<file path="src/rtl/flappy_game_ctrl.sv">
// Flappy Bird per-frame game sequencer.
// Runs in the pixel clock domain. Button synchronisation, the frame tick, the
// game FSM, bird physics, pipe scrolling, collision and score all live here.
// Geometry and state are registered so the painter can read them freely; they
// only change on the frame_tick cycle, which falls inside vertical blanking.
module flappy_game_ctrl #(
    parameter int H_ACTIVE     = 640,
    parameter int V_ACTIVE     = 480,
    parameter int BIRD_X       = 160,
    parameter int BIRD_SIZE    = 20,
    parameter int BIRD_START_Y = 220,
    parameter int GRAVITY      = 1,
    parameter int FLAP_VEL     = 8,
    parameter int VMAX         = 10,
    parameter int PIPE_W       = 60,
    parameter int PIPE_GAP     = 120,
    parameter int PIPE_SPEED   = 2,
    parameter int GAP_MIN      = 60,
    parameter int GROUND_Y     = 440,
    parameter int DEAD_HOLD    = 30
) (
    input  logic        pix_clk,
    input  logic        pix_rstn,
    input  logic [15:0] sx,
    input  logic [15:0] sy,
    input  logic        button,
    output logic [1:0]  game_state,
    output logic [15:0] bird_y,
    output logic [15:0] pipe_x,
    output logic [15:0] gap_y,
    output logic [7:0]  score,
    output logic        frame_tick
);

    typedef enum logic [1:0] {
        ST_IDLE = 2'd0,
        ST_PLAY = 2'd1,
        ST_DEAD = 2'd2
    } state_e;

    // Home geometry and tick position at output width.
    localparam logic [15:0] START_Y   = 16'(BIRD_START_Y);
    localparam logic [15:0] PIPE_HOME = 16'(H_ACTIVE);
    localparam logic [15:0] GAP_HOME  = 16'(GAP_MIN + 100);
    localparam logic [15:0] GAP_BASE  = 16'(GAP_MIN);
    localparam logic [15:0] PIPE_STEP = 16'(PIPE_SPEED);
    localparam logic [15:0] V_TICK    = 16'(V_ACTIVE);
    localparam logic [7:0]  HOLD_MAX  = 8'(DEAD_HOLD);
    localparam logic [7:0]  LFSR_SEED = 8'hA5;

    // Velocity constants (signed, negative is upward).
    localparam logic signed [11:0] V_FLAP = 12'(-FLAP_VEL);
    localparam logic signed [11:0] V_GRAV = 12'(GRAVITY);
    localparam logic signed [11:0] V_MAX  = 12'(VMAX);

    // Collision constants widened to 18 bits so no sum can wrap.
    localparam logic signed [17:0] S_SIZE   = 18'(BIRD_SIZE);
    localparam logic signed [17:0] S_GROUND = 18'(GROUND_Y);
    localparam logic signed [17:0] S_BIRD_X = 18'(BIRD_X);
    localparam logic signed [17:0] S_PIPE_W = 18'(PIPE_W);
    localparam logic signed [17:0] S_GAP    = 18'(PIPE_GAP);

    state_e             state_q, state_d;
    logic [15:0]        bird_y_q, bird_y_d;
    logic [15:0]        pipe_x_q, pipe_x_d;
    logic [15:0]        gap_y_q, gap_y_d;
    logic [7:0]         score_q, score_d;
    logic signed [11:0] vel_q, vel_d;
    logic [7:0]         lfsr_q, lfsr_d;
    logic [7:0]         hold_q, hold_d;
    logic               sync1_q, sync1_d;
    logic               sync2_q, sync2_d;
    logic               btn_prev_q, btn_prev_d;
    logic               flap_req_q, flap_req_d;
    logic               tick_cond_q, tick_cond_d;
    logic               frame_tick_q, frame_tick_d;

    logic               btn_rise;
    logic               tick_cond;
    logic signed [11:0] vel_sum;
    logic signed [11:0] vel_play;
    logic signed [17:0] ny_s;
    logic               pipe_wrap;
    logic [15:0]        pipe_nx;
    logic [15:0]        gap_nx;
    logic [7:0]         score_nx;
    logic signed [17:0] pipe_s;
    logic signed [17:0] gap_s;
    logic               overlap;
    logic               gap_miss;
    logic               dies;

    // Candidate PLAY-frame physics: new velocity, bird, pipe and the death test.
    always_comb begin
        vel_sum   = vel_q + V_GRAV;
        vel_play  = flap_req_q ? V_FLAP : ((vel_sum > V_MAX) ? V_MAX : vel_sum);
        ny_s      = $signed({2'b00, bird_y_q}) + $signed({{6{vel_play[11]}}, vel_play});
        pipe_wrap = (pipe_x_q <= PIPE_STEP);
        pipe_nx   = pipe_wrap ? PIPE_HOME : (pipe_x_q - PIPE_STEP);
        gap_nx    = pipe_wrap ? (GAP_BASE + {8'd0, lfsr_q}) : gap_y_q;
        score_nx  = (pipe_wrap && (score_q != 8'hFF)) ? (score_q + 8'd1) : score_q;
        pipe_s    = $signed({2'b00, pipe_nx});
        gap_s     = $signed({2'b00, gap_nx});
        overlap   = (pipe_s < (S_BIRD_X + S_SIZE)) && ((pipe_s + S_PIPE_W) > S_BIRD_X);
        gap_miss  = (ny_s < gap_s) || ((ny_s + S_SIZE) > (gap_s + S_GAP));
        dies      = (ny_s < 18'sd0) || ((ny_s + S_SIZE) >= S_GROUND) || (overlap && gap_miss);
    end

    // Next-state logic: button path, frame tick, LFSR and the game FSM.
    always_comb begin
        // NOTE: every _d starts from its _q so no branch below can infer a latch.
        state_d      = state_q;
        bird_y_d     = bird_y_q;
        pipe_x_d     = pipe_x_q;
        gap_y_d      = gap_y_q;
        score_d      = score_q;
        vel_d        = vel_q;
        hold_d       = hold_q;

        sync1_d      = button;
        sync2_d      = sync1_q;
        btn_prev_d   = sync2_q;
        btn_rise     = sync2_q & ~btn_prev_q;
        // A rise in the tick cycle wins over the clear, so it carries to next frame.
        flap_req_d   = btn_rise | (flap_req_q & ~frame_tick_q);

        tick_cond    = (sx == 16'd0) && (sy == V_TICK);
        tick_cond_d  = tick_cond;
        frame_tick_d = tick_cond & ~tick_cond_q;

        lfsr_d       = {lfsr_q[6:0], lfsr_q[7] ^ lfsr_q[5] ^ lfsr_q[4] ^ lfsr_q[3]};

        if (frame_tick_q) begin
            case (state_q)
                ST_IDLE: begin
                    if (flap_req_q) begin
                        // The first flap already lifts the bird off its perch.
                        state_d  = ST_PLAY;
                        vel_d    = V_FLAP;
                        bird_y_d = ny_s[15:0];
                        score_d  = 8'd0;
                    end
                end
                ST_PLAY: begin
                    vel_d    = vel_play;
                    bird_y_d = (ny_s < 18'sd0) ? 16'd0 : ny_s[15:0];
                    pipe_x_d = pipe_nx;
                    gap_y_d  = gap_nx;
                    score_d  = score_nx;
                    if (dies) begin
                        state_d = ST_DEAD;
                        hold_d  = 8'd0;
                    end
                end
                ST_DEAD: begin
                    if (flap_req_q && (hold_q == HOLD_MAX)) begin
                        state_d  = ST_IDLE;
                        bird_y_d = START_Y;
                        pipe_x_d = PIPE_HOME;
                        gap_y_d  = GAP_HOME;
                        vel_d    = '0;
                    end else if (hold_q < HOLD_MAX) begin
                        hold_d = hold_q + 8'd1;
                    end
                end
                default: begin
                    // Unused encoding recovers to a clean IDLE.
                    state_d  = ST_IDLE;
                    bird_y_d = START_Y;
                    pipe_x_d = PIPE_HOME;
                    gap_y_d  = GAP_HOME;
                    vel_d    = '0;
                end
            endcase
        end
    end

    // All registers, asynchronously cleared to the IDLE home position.
    always_ff @(posedge pix_clk or negedge pix_rstn) begin
        if (!pix_rstn) begin
            state_q      <= ST_IDLE;
            bird_y_q     <= START_Y;
            pipe_x_q     <= PIPE_HOME;
            gap_y_q      <= GAP_HOME;
            score_q      <= 8'd0;
            vel_q        <= '0;
            lfsr_q       <= LFSR_SEED;
            hold_q       <= 8'd0;
            sync1_q      <= 1'b0;
            sync2_q      <= 1'b0;
            btn_prev_q   <= 1'b0;
            flap_req_q   <= 1'b0;
            tick_cond_q  <= 1'b0;
            frame_tick_q <= 1'b0;
        end else begin
            // NOTE: non-blocking so every flop samples the pre-edge values together.
            state_q      <= state_d;
            bird_y_q     <= bird_y_d;
            pipe_x_q     <= pipe_x_d;
            gap_y_q      <= gap_y_d;
            score_q      <= score_d;
            vel_q        <= vel_d;
            lfsr_q       <= lfsr_d;
            hold_q       <= hold_d;
            sync1_q      <= sync1_d;
            sync2_q      <= sync2_d;
            btn_prev_q   <= btn_prev_d;
            flap_req_q   <= flap_req_d;
            tick_cond_q  <= tick_cond_d;
            frame_tick_q <= frame_tick_d;
        end
    end

    assign game_state = state_q;
    assign bird_y     = bird_y_q;
    assign pipe_x     = pipe_x_q;
    assign gap_y      = gap_y_q;
    assign score      = score_q;
    assign frame_tick = frame_tick_q;

endmodule

</file>
<file path="config.mk">
export PLATFORM = sky130hd
export DESIGN_NAME = flappy_game_ctrl
export DESIGN_NICKNAME = d
export VERILOG_FILES = /design/src/rtl/flappy_game_ctrl.sv
export SDC_FILE = /design/constraint.sdc
export NUM_CORES = 1
export LEC_CHECK = 0
export CORE_MARGIN = 3
export CORE_UTILIZATION = 25
export DETAILED_ROUTE_END_ITERATION = 7
export GPL_ROUTABILITY_DRIVEN = 0
export GPL_TIMING_DRIVEN = 0
export PLACE_DENSITY = 0.41
export SLEW_MARGIN = 20
export SYNTH_ARGS = -nofsm -noshare
export SYNTH_HDL_FRONTEND = slang
export SYNTH_SLANG_ARGS = --single-unit
</file>
<file path="constraint.sdc">
create_clock -name pix_clk -period 15 [get_ports pix_clk]
set_input_delay 2.25 -clock pix_clk [delete_from_list [all_inputs] [get_ports pix_clk]]
set_output_delay 2.25 -clock pix_clk [all_outputs]
set_load 0.05 [all_outputs]
</file>
; ---- Word-level counts from Yosys, hierarchy flattened
; Cells that the tools add are included.
[classes]
addsub = 9
reduce_logical = 17
div = 0
mul = 0
n_shift = 0
mux = 26
magnitude_cmp = 9
bitwise = 11
n_eq_ne = 11
[ops]
columns = operator, n
row1 = $pmux W16 S3, 3
row2 = $mux W16, 7
row3 = $mux W12, 4
row4 = $mux W8, 5
row5 = $pmux W12 S3, 1
row6 = $pmux W8 S2, 2
row7 = $add A17 B12 Y18, 1
row8 = $add A18 B6 Y18 const B, 1
row9 = $ge A18 B10 Y1 const B, 1
row10 = $gt A18 B18 Y1, 1
row11 = $lt A18 B1 Y1 const B, 1
row12 = $lt A18 B17 Y1, 1
row13 = $add A16 B6 Y17 const B, 1
row14 = $add A16 B7 Y17 const B, 1
row15 = $gt A17 B8 Y1 const B, 1
row16 = $add A8 B1 Y8 const B, 2
row17 = $eq A16 B9 Y1 const B, 1
row18 = $le A16 B2 Y1 const B, 1
row19 = $logic_not A16 Y1, 1
row20 = $lt A16 B8 Y1 const B, 1
row21 = $sub A16 B2 Y16 const B, 1
row22 = $add A12 B2 Y12 const B, 1
row23 = $gt A12 B5 Y1 const B, 1
row24 = $ne A2 B2 Y1 const B, 6
row25 = other kinds (19), 37
[word_totals]
regBits = 92
mem_count = 0
romBits = 0
out_inout_bits = 59
mem_bits_rw = 0
latch_bits = 0
in_bits = 35
elab_cells = 97

; ---- Depth between registers and ports, before layout
[depth]
depth_word = 12
depth_mapped = 36
mapped_depth_nobuf = 34

; ---- Worst setup path before layout
; No wires, ideal clock.
[synth_timing]
path_type = flip-flop to flip-flop
startpoint = register vel_q[0]
endpoint = register hold_q[1]
synth_period_minus_slack_ns = 7.089
setup_time_ns = 0.125
arrival_time_ns = 6.964
setup_slack_ns = 7.911
n_path_buf = 2
required_time_ns = 14.875
stages_incl_launch_ff = 33
cell_sequence = dfrtp_1 -> ha_1 -> nand4_1 -> nor2_1 -> nand3b_1 -> o21ai_0 -> a32oi_1 -> o41a_1 -> inv_1 -> nand2_1 -> nor2_1 -> ha_1 -> inv_1 -> fa_1 -> nand2b_1 -> a21oi_1 -> xor2_1 -> a21oi_1 -> nor4_1 -> nor2b_1 -> nand4_1 -> xnor2_1 -> ha_1 -> nand4b_1 -> or4_1 -> o21a_1 -> maj3_2 -> o21a_1 -> a221o_1 -> buf_6 -> and2_4 -> buf_6 -> mux2_4
[synth_via]
elab_chain_cells = 12
word_cells_on_any_way = 16
cone_classes = 3 x add/sub / 5 x order compare / 1 x eq/ne / 2 x mux / 5 x reduce/logical
[synth_lines]
columns = item, line
row1 = "start, declared", 68  ; logic signed [11:0] vel_q, vel_d;
row2 = "start signal, assigned", 202  ; vel_q <= vel_d;
row3 = $add A12 B2 Y12 *, 95  ; vel_sum = vel_q + V_GRAV;
row4 = $gt A12 B5 Y1, 96  ; vel_play = flap_req_q ? V_FLAP : ((vel_sum > V_MAX) ? V_MAX : vel_sum);
row5 = $mux W12 * (2 in series), 96
row6 = $add A17 B12 Y18 *, 97  ; ny_s = $signed({2'b00, bird_y_q}) + $signed({{6{vel_play[11]}}, vel_play});
row7 = $add A18 B6 Y18, "105, 106"
row8 = $gt A18 B18 Y1, 105  ; gap_miss = (ny_s < gap_s) || ((ny_s + S_SIZE) > (gap_s + S_GAP));
row9 = $logic_or A1 B1 Y1, 105
row10 = $logic_and A1 B1 Y1, 106  ; dies = (ny_s < 18'sd0) || ((ny_s + S_SIZE) >= S_GROUND) || (overlap && gap_miss);
row11 = $logic_or A1 B1 Y1 *, 106
row12 = $ne A2 B2 Y1 (no line) *, n/a
row13 = $reduce_and A5 Y1 (no line) *, n/a
row14 = "end signal, assigned", 204  ; hold_q <= hold_d;
row15 = "end, declared", 70  ; logic [7:0] hold_q, hold_d;
; Every way passes the cells marked *; elsewhere a longest branch is shown, timed or not.
; A chain may end at the register's enable or synchronous reset.

; ---- Worst setup path in the final report
; Ends and elaborated chain as after synthesis.

==> metrics.txt <==
Worst Tran Pin Value=0.9662 ns; Final Critical Period=8.496 ns; synth unique cells=76; worst path arrival time=8.74 ns; CP startpoint kind=flip-flop; R2R Setup Slk=6.50 ns; DR iter-0 viols=364; FFs w/ async S/R, synth=1.000; Congestion Overflow GR=0; Initial Utilization=0.2545; overall routed net length=22.43 mm; Post-synth EDFFs=0; PnR worst setup slack=6.504 ns; row count=61; Area growth syn-to-layout=24.45%; pin count of the biggest net entering global routing=64; Critical Path Slowest Stage Cell=xor2_1; Die W=174.6 microns; # DRC=0; Setup TNS=0 ns; Post-synth top flop=dfrtp_1; synthesis-stage register bit count=92; critical path type=reg -> reg; Rel. slew slack=0.3535; Tightest Hold Check Type=reg -> reg; Final setup viols=0; H-tree depth=3; Seq/Total Area, Yosys=0.3261; Gate Count Post-Synth=846; via count=6476; highest clock rate=117.7 MHz; yosys warns=0; Worst-Skew Late Latency=0.36 ns; worst hold margin=0.3532 ns; antenna violations before repair=0; post-synth top area cell=dfrtp_1; Syn Nets=939; commonest non-fill, non-tap cells in the layout=nand2_1 (93), clkdlybuf4s50_1 (92), dfrtp_1 (79), nor2_1 (75), o21ai_0 (62); most used cell, CP=ha_1; Mean Syn Cell Area=8.403 sq um; post-synth top area share=0.2781; die area=30500 sq um; nets@finish=1044; # placed instances=1318; clock slew at reported path FFs=0.07 ns; Slew Viols, Final=0; Worst Path Required=15.24 ns; maxcap violations=0; Post-CTS Resized=0; WL per Instance=16.81 microns; buffers added on ports=93; cts bufs inserted=9; CP max stage delay=0.51 ns; Cell Area, Synth=7109 sq um; post-CTS setup buffers=0; fin crit share=0.5664; router iterations before antenna repair=5; I/O pin cnt=94; Peak VDD IR=0.00005193 V; Clock Skews=0.01116 ns; Layout Cells excl Fill=1334; most common cell after layout, fill and taps aside=nand2_1; total track usage=0.1477; Core Area=27930 sq um; CP Capture Type=flip-flop; first-pass GRT wire length=36.37 mm; critical path fanouts, max=10; Die Ht=174.6 microns; RSZ-0062 raised after global routing=no; vias in the first global route=6564; status=completed; Routed Antenna Nets=0; DP Wirelength=17.56 mm; Via density=4.855; layout cells sized above 1=0.05962; leakage=3.716 nW; Post-CTS Hold Buffers=0; antenna cells=0; CTS tree=built; clk sinks=92; final-report hold violation count=0; pre-CTS setup slack=6.515 ns; largest cells by area after synthesis=dfrtp_1 (28%), ha_1 (10%), nand2_1 (4.9%); P per Cell Area=56.12 nW/um^2; Max Root-Sink Buffers=2; Root Driver=clkbuf_16
-- report_power, final --
| part | internal (W) | switching [W] |
|---|---|---|
| clock network | 0.000117 | 0.000116 |
| registers | 0.000248 | 0.000000147 |
| logic | 0.00000876 | 0.00000655 |
| total | 0.000374 | 0.000122 |
-- worst paths after layout --
kind	from	end	cells past startpoint
hold / removal	sync1_q$_DFF_PN0_	btn_prev_d$_DFF_PN0_	0
hold reg to reg	sync1_q$_DFF_PN0_	btn_prev_d$_DFF_PN0_	0
max in group asynchronous	pix_rstn	lfsr_q[2]$_DFF_PN1_	2
min in group asynchronous	pix_rstn	bird_y[13]$_DFFE_PN0P_	1
setup / recovery	vel_q[0]$_DFFE_PN0P_	hold_q[1]$_DFFE_PN0P_	32
setup reg to reg	vel_q[0]$_DFFE_PN0P_	hold_q[1]$_DFFE_PN0P_	32
-- final cells by class --
cell class / count / area [sq um]
timing repair buffer: 94 / 959.7
sequential: 92 / 2318
multi-input combinational: 690 / 4544
buffer: 30 / 128.9
clock inverter: 7 / 65.06
inverter: 34 / 132.6
clock buffer: 9 / 225.2
fill: 3037 / 19090
tap: 378 / 473.0
-- synthesized netlist by cell type (7+ instances only) --
cell type  count
a211oi_1       7
a22o_1        16
nand2_1       93
a21o_1        14
dfstp_2       13
nand3_1       26
o31ai_1        8
nor2b_1       14
nand4_1       14
a31oi_1       10
nor2_1        75
dfrtp_1       79
ha_1          57
inv_1         33
and3_1        14
o22ai_1        7
nor4_1        16
xor2_1        28
nand2b_1      17
o21a_1         9
xnor2_1       35
or3_1         10
clkbuf_1      26
a21oi_1       52
nor3_1        24
o21ai_0       62
-- registers in the layout, summed over array words and instances, names as in the netlist --
signal       cells
bird_y          16
gap_y           16
pipe_x          16
vel_q           12
hold_q           8
lfsr_q           8
score            8
game_state       2
btn_prev_d       1
btn_prev_q       1
flap_req_q       1
frame_tick       1
sync1_q          1
tick_cond_q      1
-- through the flow --
step	power, W	util	area [sq um]
finish	0.0004965	0.3167	8847
global route	0.0005171	0.3167	8847
CTS	0.0005068	0.3163	8836
detailed placement	0.0002692	0.3059	8546
global placement	0.0002684	0.3048	8513
floorplan	0.0002538	-	7109
-- critical path: cells and delay by family, from the launching register on --
family | cells | cell delay (ns)
simple gates | 12 | 2.98
compound gates | 8 | 1.82
fa+ha+maj | 5 | 1.55
xor+xnor | 2 | 0.74
buf+inv | 4 | 0.53
flops | 1 | 0.47
mux | 1 | 0.28
-- cells by family after synthesis --
logic type | after synthesis | synth area share
buf+inv | 64 | 0.03678
mux | 7 | 0.01091
compound gates | 231 | 0.2151
fa+ha+maj | 59 | 0.1047
simple gates | 329 | 0.2265
flops | 92 | 0.3261
xor+xnor | 64 | 0.07990
-- metal layers --
layer | up-vias | track usage | part of all wire
met2 | 87 | 0.2283 | 0.44
met5 | - | 0 | 0
li1 | 3303 | - | -
met3 | 20 | 0.02347 | 0.026
met4 | 0 | 0.03258 | 0.015
met1 | 3066 | 0.2172 | 0.52
Power figures use the tool's default switching activity.
